===== config.mk =====
export PLATFORM = sky130hd
export DESIGN_NAME = odt_port_arbiter_flat
export DESIGN_NICKNAME = d
export VERILOG_FILES = /design/src/rtl/odt_pkg.sv /design/src/rtl/odt_port_arbiter_if.sv /design/src/rtl/odt_sync.sv /design/src/rtl/odt_port_arbiter.sv /design/src/flat_wrapper.sv
export SDC_FILE = /design/constraint.sdc
export NUM_CORES = 1
export LEC_CHECK = 0
export CORE_MARGIN = 2
export CORE_UTILIZATION = 40
export DETAILED_ROUTE_END_ITERATION = 16
export PLACE_DENSITY_LB_ADDON = 0.2
export SYNTH_ARGS = -nofsm -noshare
export SYNTH_HDL_FRONTEND = slang
export SYNTH_SLANG_ARGS = --single-unit

===== constraint.sdc =====
create_clock -name clk -period 3.15 [get_ports clk]
set_clock_uncertainty 0.1 [all_clocks]
set_input_delay 0.63 -clock clk [delete_from_list [all_inputs] [get_ports clk]]
set_output_delay 0.63 -clock clk [all_outputs]
set_load 0.01 [all_outputs]

===== src/rtl/odt_pkg.sv =====
`default_nettype none
// ============================================================================
//  Module      : odt_pkg
//  Description : Shared types and constants for the ODT console port arbiter:
//                FSM state encoding, grant tracking, default timing values
//                and the DLART register addresses.
//  Revision    : 1.0 - initial release
// ============================================================================
package odt_pkg;

    // Handshake sequencer states
    typedef enum logic [2:0] {
        ST_IDLE     = 3'd0,
        ST_TX_SETUP = 3'd1,
        ST_TX_STB   = 3'd2,
        ST_TX_REL   = 3'd3,
        ST_RX_STB   = 3'd4,
        ST_RX_REL   = 3'd5
    } odt_state_e;

    // Which path won the most recent arbitration
    typedef enum logic {
        GRANT_TX = 1'b0,
        GRANT_RX = 1'b1
    } odt_grant_e;

    // Default synchronizer depth and handshake timeout (clk cycles)
    localparam int          c_SYNC_STAGES_DEF = 2;
    localparam logic [15:0] c_TIMEOUT_DEF     = 16'd50000;

    // DLART register addresses (22-bit physical, octal)
    localparam logic [21:0] c_RCSR_ADDR = 22'o17777560;
    localparam logic [21:0] c_RBUF_ADDR = 22'o17777562;
    localparam logic [21:0] c_XCSR_ADDR = 22'o17777564;
    localparam logic [21:0] c_XBUF_ADDR = 22'o17777566;

endpackage
`default_nettype wire


===== src/rtl/odt_port_arbiter_if.sv =====
`default_nettype none
// ============================================================================
//  Module      : odt_port_arbiter_if
//  Description : Bundles the CPU-side console register signals and the
//                host-side ODT handshake/data bus of the port arbiter.
//  Revision    : 1.0 - initial release
// ============================================================================
interface odt_port_arbiter_if;

    // CPU / register side
    logic       clear;
    logic       tx_valid;
    logic [7:0] tx_data;
    logic       tx_ready;
    logic       rx_valid;
    logic [7:0] rx_data;
    logic       rx_ack;

    // Host handshake side
    logic       rrdy;
    logic       rstb;
    logic       wrdy;
    logic       wstb;
    logic [7:0] ad_in;
    logic [7:0] ad_out;
    logic       ad_oe;

    // Sticky error flags
    logic       tx_overrun;
    logic       hs_timeout;

    // Arbiter side
    modport slave (
        input  clear, tx_valid, tx_data, rx_ack, rrdy, wrdy, ad_in,
        output tx_ready, rx_valid, rx_data, rstb, wstb, ad_out, ad_oe,
        output tx_overrun, hs_timeout
    );

    // Environment side (CPU model plus host)
    modport master (
        output clear, tx_valid, tx_data, rx_ack, rrdy, wrdy, ad_in,
        input  tx_ready, rx_valid, rx_data, rstb, wstb, ad_out, ad_oe,
        input  tx_overrun, hs_timeout
    );

endinterface
`default_nettype wire


===== src/rtl/odt_sync.sv =====
`default_nettype none
// ============================================================================
//  Module      : odt_sync
//  Description : Multi-flop synchronizer for an asynchronous host ready line.
//                Flops clear asynchronously on reset.
//  Revision    : 1.0 - initial release
// ============================================================================
module odt_sync #(
    parameter int DEPTH = 2
) (
    input  wire logic clk,
    input  wire logic rst_n,
    input  wire logic i_d,
    output logic      o_q
);

    logic [DEPTH-1:0] r_sync;

    generate
        if (DEPTH == 1) begin : g_single
            // Single-stage capture of the asynchronous input
            always_ff @(posedge clk or negedge rst_n) begin
                if (!rst_n) r_sync <= 1'b0;
                else        r_sync <= i_d;
            end
        end else begin : g_chain
            // Shift the asynchronous input through the flop chain
            always_ff @(posedge clk or negedge rst_n) begin
                if (!rst_n) r_sync <= '0;
                else        r_sync <= {r_sync[DEPTH-2:0], i_d};
            end
        end
    endgenerate

    assign o_q = r_sync[DEPTH-1];

endmodule
`default_nettype wire


===== src/rtl/odt_port_arbiter.sv =====
`default_nettype none
// ============================================================================
//  Module      : odt_port_arbiter
//  Description : Arbitrates the shared ODT data bus between the console TX
//                path (host reads XBUF byte via rrdy/rstb) and the RX path
//                (host writes RBUF byte via wrdy/wstb), round-robin on ties,
//                with per-phase handshake timeout and sticky error flags.
//  Revision    : 1.0 - initial release
// ============================================================================
module odt_port_arbiter
    import odt_pkg::*;
#(
    parameter int          SYNC_STAGES = c_SYNC_STAGES_DEF,
    parameter logic [15:0] TIMEOUT     = c_TIMEOUT_DEF
) (
    input  wire logic          clk,
    input  wire logic          rst_n,
    odt_port_arbiter_if.slave  bus
);

    odt_state_e  r_state;
    odt_state_e  w_state_nxt;
    odt_grant_e  r_last_grant;

    logic        w_rrdy_s;
    logic        w_wrdy_s;

    logic        r_tx_ready;
    logic [7:0]  r_tx_hold;
    logic        r_tx_overrun;
    logic        r_rx_valid;
    logic [7:0]  r_rx_data;
    logic        r_hs_timeout;
    logic [15:0] r_cnt;

    logic        w_tx_req;
    logic        w_rx_req;
    logic        w_grant_tx;
    logic        w_grant_rx;
    logic        w_abort;
    logic        w_rstb;
    logic        w_wstb;
    logic        w_ad_oe;
    logic        w_cnt_exp;
    logic        w_stb_entry;
    logic        w_rx_capture;

    odt_sync #(.DEPTH(SYNC_STAGES)) u_sync_rrdy (
        .clk   (clk),
        .rst_n (rst_n),
        .i_d   (bus.rrdy),
        .o_q   (w_rrdy_s)
    );

    odt_sync #(.DEPTH(SYNC_STAGES)) u_sync_wrdy (
        .clk   (clk),
        .rst_n (rst_n),
        .i_d   (bus.wrdy),
        .o_q   (w_wrdy_s)
    );

    assign w_tx_req     = !r_tx_ready && w_rrdy_s;
    assign w_rx_req     = w_wrdy_s && !r_rx_valid;
    // The counter starts at 0 in the first strobe cycle, so the phase lasts
    // exactly TIMEOUT cycles before an abort.
    assign w_cnt_exp    = (r_cnt == (TIMEOUT - 16'd1));
    assign w_stb_entry  = ((w_state_nxt == ST_TX_STB) && (r_state != ST_TX_STB)) ||
                          ((w_state_nxt == ST_RX_STB) && (r_state != ST_RX_STB));
    assign w_rx_capture = (r_state == ST_RX_STB) && (r_cnt == 16'd0);

    // Next-state, grant and bus-strobe decode
    always_comb begin
        w_state_nxt = r_state;
        w_grant_tx  = 1'b0;
        w_grant_rx  = 1'b0;
        w_abort     = 1'b0;
        w_rstb      = 1'b0;
        w_wstb      = 1'b0;
        w_ad_oe     = 1'b0;
        case (r_state)
            ST_IDLE: begin
                if (w_tx_req && (!w_rx_req || (r_last_grant == GRANT_RX))) begin
                    w_grant_tx  = 1'b1;
                    w_state_nxt = ST_TX_SETUP;
                end else if (w_rx_req) begin
                    w_grant_rx  = 1'b1;
                    w_state_nxt = ST_RX_STB;
                end
            end
            ST_TX_SETUP: begin
                w_ad_oe     = 1'b1;
                w_state_nxt = ST_TX_STB;
            end
            ST_TX_STB: begin
                w_rstb  = 1'b1;
                w_ad_oe = 1'b1;
                if (!w_rrdy_s) begin
                    w_state_nxt = ST_TX_REL;
                end else if (w_cnt_exp) begin
                    w_abort     = 1'b1;
                    w_state_nxt = ST_IDLE;
                end
            end
            ST_TX_REL: begin
                w_state_nxt = ST_IDLE;
            end
            ST_RX_STB: begin
                w_wstb = 1'b1;
                if (!w_wrdy_s) begin
                    w_state_nxt = ST_RX_REL;
                end else if (w_cnt_exp) begin
                    w_abort     = 1'b1;
                    w_state_nxt = ST_IDLE;
                end
            end
            ST_RX_REL: begin
                w_state_nxt = ST_IDLE;
            end
            default: begin
                w_state_nxt = ST_IDLE;
            end
        endcase
    end

    // State register; clear forces IDLE
    always_ff @(posedge clk or negedge rst_n) begin
        if (!rst_n)         r_state <= ST_IDLE;
        else if (bus.clear) r_state <= ST_IDLE;
        else                r_state <= w_state_nxt;
    end

    // Round-robin memory: RX after reset so TX wins the first tie
    always_ff @(posedge clk or negedge rst_n) begin
        if (!rst_n)                       r_last_grant <= GRANT_RX;
        else if (!bus.clear && w_grant_tx) r_last_grant <= GRANT_TX;
        else if (!bus.clear && w_grant_rx) r_last_grant <= GRANT_RX;
    end

    // Strobe-phase cycle counter, restarted on every strobe entry
    always_ff @(posedge clk or negedge rst_n) begin
        if (!rst_n)                                             r_cnt <= 16'd0;
        else if (bus.clear || w_stb_entry)                      r_cnt <= 16'd0;
        else if (r_state == ST_TX_STB || r_state == ST_RX_STB)  r_cnt <= r_cnt + 16'd1;
    end

    // TX holding register, empty flag and overrun flag
    always_ff @(posedge clk or negedge rst_n) begin
        if (!rst_n) begin
            r_tx_ready   <= 1'b1;
            r_tx_hold    <= 8'h00;
            r_tx_overrun <= 1'b0;
        end else if (bus.clear) begin
            r_tx_ready   <= 1'b1;
            r_tx_overrun <= 1'b0;
        end else begin
            if (bus.tx_valid && r_tx_ready) begin
                r_tx_hold  <= bus.tx_data;
                r_tx_ready <= 1'b0;
            end else if (bus.tx_valid) begin
                r_tx_overrun <= 1'b1;
            end
            if (r_state == ST_TX_REL) begin
                r_tx_ready <= 1'b1;
            end
        end
    end

    // RX byte capture on the first RX strobe cycle; capture beats rx_ack
    always_ff @(posedge clk or negedge rst_n) begin
        if (!rst_n) begin
            r_rx_valid <= 1'b0;
            r_rx_data  <= 8'h00;
        end else if (bus.clear) begin
            r_rx_valid <= 1'b0;
        end else if (w_rx_capture) begin
            r_rx_data  <= bus.ad_in;
            r_rx_valid <= 1'b1;
        end else if (bus.rx_ack) begin
            r_rx_valid <= 1'b0;
        end
    end

    // Sticky handshake-timeout flag
    always_ff @(posedge clk or negedge rst_n) begin
        if (!rst_n)         r_hs_timeout <= 1'b0;
        else if (bus.clear) r_hs_timeout <= 1'b0;
        else if (w_abort)   r_hs_timeout <= 1'b1;
    end

    // Strobes decode straight from the state register so reset drops them
    // immediately, and ad_out is only non-zero while the bus is driven.
    assign bus.rstb       = w_rstb;
    assign bus.wstb       = w_wstb;
    assign bus.ad_oe      = w_ad_oe;
    assign bus.ad_out     = w_ad_oe ? r_tx_hold : 8'h00;
    assign bus.tx_ready   = r_tx_ready;
    assign bus.rx_valid   = r_rx_valid;
    assign bus.rx_data    = r_rx_data;
    assign bus.tx_overrun = r_tx_overrun;
    assign bus.hs_timeout = r_hs_timeout;

endmodule
`default_nettype wire


===== src/flat_wrapper.sv =====
// flat-port wrapper written by rule: the top's interface ports become plain ports
module odt_port_arbiter_flat import odt_pkg::*;
#(
    parameter int          SYNC_STAGES = c_SYNC_STAGES_DEF,
    parameter logic [15:0] TIMEOUT     = c_TIMEOUT_DEF
)
  (clk, rst_n, bus_clear, bus_tx_valid, bus_tx_data, bus_rx_ack, bus_rrdy, bus_wrdy, bus_ad_in, bus_tx_ready, bus_rx_valid, bus_rx_data, bus_rstb, bus_wstb, bus_ad_out, bus_ad_oe, bus_tx_overrun, bus_hs_timeout);
  odt_port_arbiter_if bus_i ();
  input  wire logic clk;
  input  wire logic rst_n;
  input wire logic [$bits(bus_i.clear)-1:0] bus_clear;
  input wire logic [$bits(bus_i.tx_valid)-1:0] bus_tx_valid;
  input wire logic [$bits(bus_i.tx_data)-1:0] bus_tx_data;
  input wire logic [$bits(bus_i.rx_ack)-1:0] bus_rx_ack;
  input wire logic [$bits(bus_i.rrdy)-1:0] bus_rrdy;
  input wire logic [$bits(bus_i.wrdy)-1:0] bus_wrdy;
  input wire logic [$bits(bus_i.ad_in)-1:0] bus_ad_in;
  output wire logic [$bits(bus_i.tx_ready)-1:0] bus_tx_ready;
  output wire logic [$bits(bus_i.rx_valid)-1:0] bus_rx_valid;
  output wire logic [$bits(bus_i.rx_data)-1:0] bus_rx_data;
  output wire logic [$bits(bus_i.rstb)-1:0] bus_rstb;
  output wire logic [$bits(bus_i.wstb)-1:0] bus_wstb;
  output wire logic [$bits(bus_i.ad_out)-1:0] bus_ad_out;
  output wire logic [$bits(bus_i.ad_oe)-1:0] bus_ad_oe;
  output wire logic [$bits(bus_i.tx_overrun)-1:0] bus_tx_overrun;
  output wire logic [$bits(bus_i.hs_timeout)-1:0] bus_hs_timeout;
  assign bus_i.clear = bus_clear;
  assign bus_i.tx_valid = bus_tx_valid;
  assign bus_i.tx_data = bus_tx_data;
  assign bus_i.rx_ack = bus_rx_ack;
  assign bus_i.rrdy = bus_rrdy;
  assign bus_i.wrdy = bus_wrdy;
  assign bus_i.ad_in = bus_ad_in;
  assign bus_tx_ready = bus_i.tx_ready;
  assign bus_rx_valid = bus_i.rx_valid;
  assign bus_rx_data = bus_i.rx_data;
  assign bus_rstb = bus_i.rstb;
  assign bus_wstb = bus_i.wstb;
  assign bus_ad_out = bus_i.ad_out;
  assign bus_ad_oe = bus_i.ad_oe;
  assign bus_tx_overrun = bus_i.tx_overrun;
  assign bus_hs_timeout = bus_i.hs_timeout;
  odt_port_arbiter #(.SYNC_STAGES(SYNC_STAGES), .TIMEOUT(TIMEOUT)) u_core (.clk(clk), .rst_n(rst_n), .bus(bus_i));
endmodule

---- After elaboration in Yosys (flattened, before gate mapping) ----
Index checks and enable logic that the tools add are counted.
word-level totals
  register bits ........................... 44
  input bits .............................. 23
  output and inout bits ................... 23
  logic and storage cells ................. 87
cells by class
  add/subtract/negate cells ............... 1
  equality and inequality tests ........... 10
  multiplexer cells ....................... 35
  bitwise operators ....................... 1
  reductions and logical operators ........ 29
operators by type and width
  kind                     count
  $mux W16                 2
  $mux W1                  24
  $mux W3                  6
  $add A16 B1 Y16 const B  1
  $eq A16 B16 Y1 const B   1
  $logic_not A16 Y1        1
  $pmux W3 S4              1
  $eq A3 B2 Y1 const B     3
  $logic_and A1 B1 Y1      9
  $mux W8                  1
  $reduce_bool A2 Y1       4
  $eq A3 B3 Y1 const B     2
  $reduce_and A2 Y1        3
  $reduce_bool A3 Y1       2
  $logic_not A1 Y1         4
  $logic_or A1 B1 Y1       4
  $eq A3 B1 Y1 const B     1
  $logic_not A3 Y1         1
  $ne A3 B2 Y1 const B     1
  $ne A3 B3 Y1 const B     1
  $ne A2 B2 Y1 const B     1
  $pmux W1 S2              1
  $reduce_or A2 Y1         1
  $not A1 Y1               1

---- Logic depth before layout (Yosys ltp) ----
  depth in word-level cells ............... 12
  depth in mapped cells ................... 6
  gate-level depth less buffers ........... 5

---- By module ----
Synthesis repeated with hierarchy kept, for this count alone.
second synthesis, totals
  cells, all modules ...................... 197
  area, all modules ....................... 2,110.8 um^2
modules (own cells, without submodules)
  module            times used  cells an instance  area an instance (um^2)  seq. area each (um^2)
  odt_port_arbiter  1           193                2,010.7                  1,003.5
  odt_sync          2           2                  50.0                     50.0

---- Least setup slack after synthesis ----
No wires, ideal clock.
  path kind ............................... input port to flip-flop
  start ................................... input port bus_clear
  end ..................................... register u_core.r_rx_data[0] (netlist: u_core.bus.rx_data[0])
  library setup time ...................... 0.125 ns
  data arrival time ....................... 2.362 ns
  required time ........................... 2.925 ns
  path slack .............................. 0.563 ns
  cell stages on the path ................. 5
  path buffers ............................ 1
  cells stage by stage .................... clkbuf_1 or3_4 or4_4 nor4_4 mux2_2
on the way
  word-level cells in the longest chain between the ends .. 2
RTL lines
  what                                RTL line                 text
  start, declared                     flat_wrapper.sv:11       input wire logic [$bits(bus_i.clear)-1:0] bus_clear;
  $not A1 Y1 (no source line)         -
  $reduce_and A2 Y1 (no source line)  -
  end signal, assigned                odt_port_arbiter.sv:176  r_rx_data <= bus.ad_in;
  end, declared                       odt_port_arbiter.sv:32   logic [7:0] r_rx_data;
Every way passes these cells.
A chain may end at the register's enable or synchronous reset.

---- Worst setup path after layout ----
  start ................................... register u_core.r_state[1]
  end ..................................... output port bus_ad_out[4]
on the way
  word-level cells in the longest chain between the ends .. 4
  elaborated cells on any way between the ends .. 5
  those cells by class .................... eq/ne (2); mux (2); reduce/logical (1)
RTL lines
  what                                                 RTL line                 text
  start, declared                                      odt_port_arbiter.sv:21   odt_state_e r_state;
  start signal, assigned                               odt_port_arbiter.sv:129  else r_state <= w_state_nxt;
  $eq A3 B1 Y1 / $eq A3 B2 Y1 (equally long branches)  odt_port_arbiter.sv:80   case (r_state)
  $reduce_or A2 Y1 (no source line) *                  -
  $mux W1 *                                            odt_port_arbiter.sv:80
  $mux W8 *                                            odt_port_arbiter.sv:195  assign bus.ad_out = w_ad_oe ? r_tx_hold : 8'h00;
  end, declared                                        flat_wrapper.sv:23       output wire logic [$bits(bus_i.ad_out)-1:0] bus_ad_out;
Mark *: on every way between the ends. The rest lies on a longest branch, timed or not.

==> run_results.csv <==
group,metric,value,unit
detailed_routing,routed_wirelength,4.46,mm
detailed_routing,dr.pass1.iters,4,
worst_setup_path,cp.required,2420,ps
logic_synthesis,syn_nets,219,
sta,hold_viol_final,0,
detailed_routing,drtIter0Drc,69,
sta,hold-worst-slack,252,ps
global_routing,grt_max_degree,45,
clock_network,hold_buffers,0,
logic_synthesis,synth_cell_type_count,40,
worst_setup_path,arrival,2150,ps
logic_synthesis,synth_flop_cell,"dfrtp_1",
clock_network,clk_latency,300,ps
worst_setup_path,worstSetupStartpoint,"u_core.r_state[1]",
status,outcome,"finished clean",
sta,maxSlewViolCount,0,
place,dpl.hpwl,3.08,mm
logic_synthesis,synth_top_cell_by_area,"dfrtp_1",
logic_synthesis,synth_cells,194,
global_routing,grt_use_met2,0.250,
final_layout,finish.net_count,268,
worst_setup_path,critPathKind,"register to output pin",
global_routing,grt_use_met1,0.210,
sta,rsz0062_at_grt,"false",
detailed_routing,drc_errors,0,
floorplan,core_area,0.00507,sq mm
hold_path,worstHoldPathType,"register to register",
logic_synthesis,synth_edf_count,0,
logic_synthesis,async_reset_ff_frac,1.00,
logic_synthesis,synth-seq-cells,44,
final_layout,fillers,483,
worst_setup_path,end_kind,"output pin",
clock_network,post_cts_resized,0,
logic_synthesis,syn-cell-area,0.00210,sq mm
logic_synthesis,yosys_warnings,0,
global_routing,grt_busiest_layer,"met2",
global_routing,grt_antenna_before_repair,0,
global_routing,grt_pass1_vias,1631,
worst_setup_path,startpoint_type,"register",
global_routing,track_usage,0.164,
worst_setup_path,crit_fanout,9,
sta,tightest_slew,976,ps
detailed_routing,antenna_left,0,
final_layout,multiInputGateArea,928,sq um
logic_synthesis,synth_top_area_share,0.500,
global_routing,grt_pass1_wl,7.62,mm
detailed_routing,via_count,1617,
global_routing,met3_usage,0.0664,
final_layout,regArea,0.00110,sq mm
final_layout,drive_above_1_share,0.152,
sta,finalSetupViolations,0,
sta,fin_crit,2880,ps
sta,fmax,0.347,GHz
sta,fin_tns_setup,0,ps
final_layout,num_antenna_cells,0,
logic_synthesis,ys_seq_area_frac,0.525,
sta,fin_crit_sh,0.915,
clock_network,htree_levels,2,
place,port_buffers,45,
hold_path,hold_start,"u_core.u_sync_wrdy.r_sync[0]",
clock_network,cts_tree,"done",
clock_network,cts-root-to-sink-buffers,2,
clock_network,clock-root-buffer,"clkbuf_8",
sta,slew_headroom,0.350,
power,powerDensity,596,mW/mm^2
clock_network,cts.sinks,44,
detailed_routing,wl_per_cell,14.2,um
power,ir_worst_vdd,340,uV
floorplan,row_count,26,
logic_synthesis,synth_area_per_cell,10.8,sq um
final_layout,area_growth,30.0,%
place,place_congestion,0.746,
clock_network,clk_pin_slew,80,ps
floorplan,die_y,76.5,um
worst_setup_path,slowest_delay,550,ps
floorplan,chipWidth,76.5,um
floorplan,die_area,0.00585,sq mm
floorplan,initial_core_util,0.414,
flow_run,maxCapViolCount,0,
power,leakage,1.07,nW
worst_setup_path,r2r_start,"u_core.r_state[2]",
floorplan,io_pins,46,
clock_network,cts_buffers,5,
detailed_routing,viasPerCell,5.15,
clock_network,cts_setup_buffers,0,
logic_synthesis,synthTopCellsByArea,"dfrtp_1 50%, mux2_2 8.6%, xnor2_1 4.6%",
worst_setup_path,slowest_stage,"clkdlybuf4s50_1",
global_routing,grt-ovfl-total,0,
worst_setup_path,crit_chain,"xnor2_1, nor2_1, and2_1, clkdlybuf4s50_1",
-- Yosys cell counts (5+ instances only) --
master    instances
a21oi_1           9
and2_1            8
clkbuf_1          7
dfrtp_1          42
inv_1             9
mux2_2           16
nand2_1           7
nand3_1           6
nand4_1           5
nor2_1           18
or3_1             6
or4_1             6
xnor2_1          11
-- cell families (layout without fill, tap and decap cells) --
logic type               after synthesis  after routing  share of synthesized area
AO/OA/AOI/OAI                         26             26                     0.0827
XOR/XNOR                              11             11                     0.0458
adder cells (fa/ha/maj)                2              2                     0.0119
buffers and inverters                 17             67                     0.0339
flip-flops                            44             44                      0.525
multiplexers                          16             16                     0.0857
AND/OR/NAND/NOR                       78             78                      0.215
-- flip-flops by register name, indices dropped and copies added, names as in the netlist --
register                   flops
u_core.u_sync_wrdy.r_sync      2
u_core.u_sync_rrdy.r_sync      2
u_core.bus.tx_ready            1
u_core.bus.rx_data             8
u_core.r_last_grant            1
u_core.bus.hs_timeout          1
u_core.r_tx_hold               8
u_core.r_state                 3
u_core.r_cnt                  16
u_core.bus.rx_valid            1
u_core.bus.tx_overrun          1
-- layout make-up --
class / instances / share of cell area
multi-input combinational: 133 / 0.340
timing repair buffer: 50 / 0.177
clock inverter: 2 / 0.00549
clock buffer: 6 / 0.0302
tap: 70 / 0.0320
inverter: 9 / 0.0124
sequential: 44 / 0.404
-- power breakdown --
part / internal (mW) / leakage, nW / switching [mW]
Clock: 0.178 / 0.0434 / 0.202
Combinational: 0.300 / 0.467 / 0.215
Sequential: 0.667 / 0.562 / 0.0676
-- metrics by stage --
step | cells | util | area [sq um] | power (mW) | worst slack, ps
2_1_floorplan | 194 | - | 2100 | 0.997 | 563
3_3_place_gp | 306 | 0.519 | 2640 | 1.26 | 313
3_5_place_dp | 306 | 0.519 | 2640 | 1.26 | 319
4_1_cts | 314 | 0.539 | 2730 | 1.65 | 232
5_1_grt | 314 | 0.539 | 2730 | 1.73 | 149
6_report | 314 | 0.539 | 2730 | 1.63 | 267
-- placed cells by master, fill, tap and decap left out, types with 7 or more instances in the layout --
master	netlist	routed
and2_1	8	8
mux2_2	16	16
dfrtp_1	42	42
inv_1	9	9
xnor2_1	11	11
nor2_1	18	18
nand2_1	7	7
clkdlybuf4s50_1	0	44
a21oi_1	9	9
-- worst max-delay path, delay by kind of cell (launching register included) --
| family | cells | cell delay, ps |
|---|---|---|
| and+or+nand+nor | 2 | 630 |
| buffers and inverters | 1 | 550 |
| DFF | 1 | 480 |
| xor gates and xnor gates | 1 | 190 |
-- layer usage --
layer / vias to the layer above / share of wire
li1: 793 / -
met1: 775 / 0.45
met2: 44 / 0.45
met3: 5 / 0.082
met4: 0 / 0.013
met5: - / 0
-- path summary, 6_finish.rpt --
kind	endpoint	slack (ps)	cells after the start
worst max register to register	u_core.r_cnt[11]	750	6
worst min register to register	u_core.u_sync_wrdy.r_sync[1]	250	0
max in group asynchronous	u_core.u_sync_wrdy.r_sync[1]	1960	1
worst max-delay path	bus_ad_out[4]	270	4
worst min-delay path	u_core.u_sync_wrdy.r_sync[1]	250	0
min in group asynchronous	u_core.r_cnt[14]	380	1
Note: power is estimated with default switching activity, not from simulation.
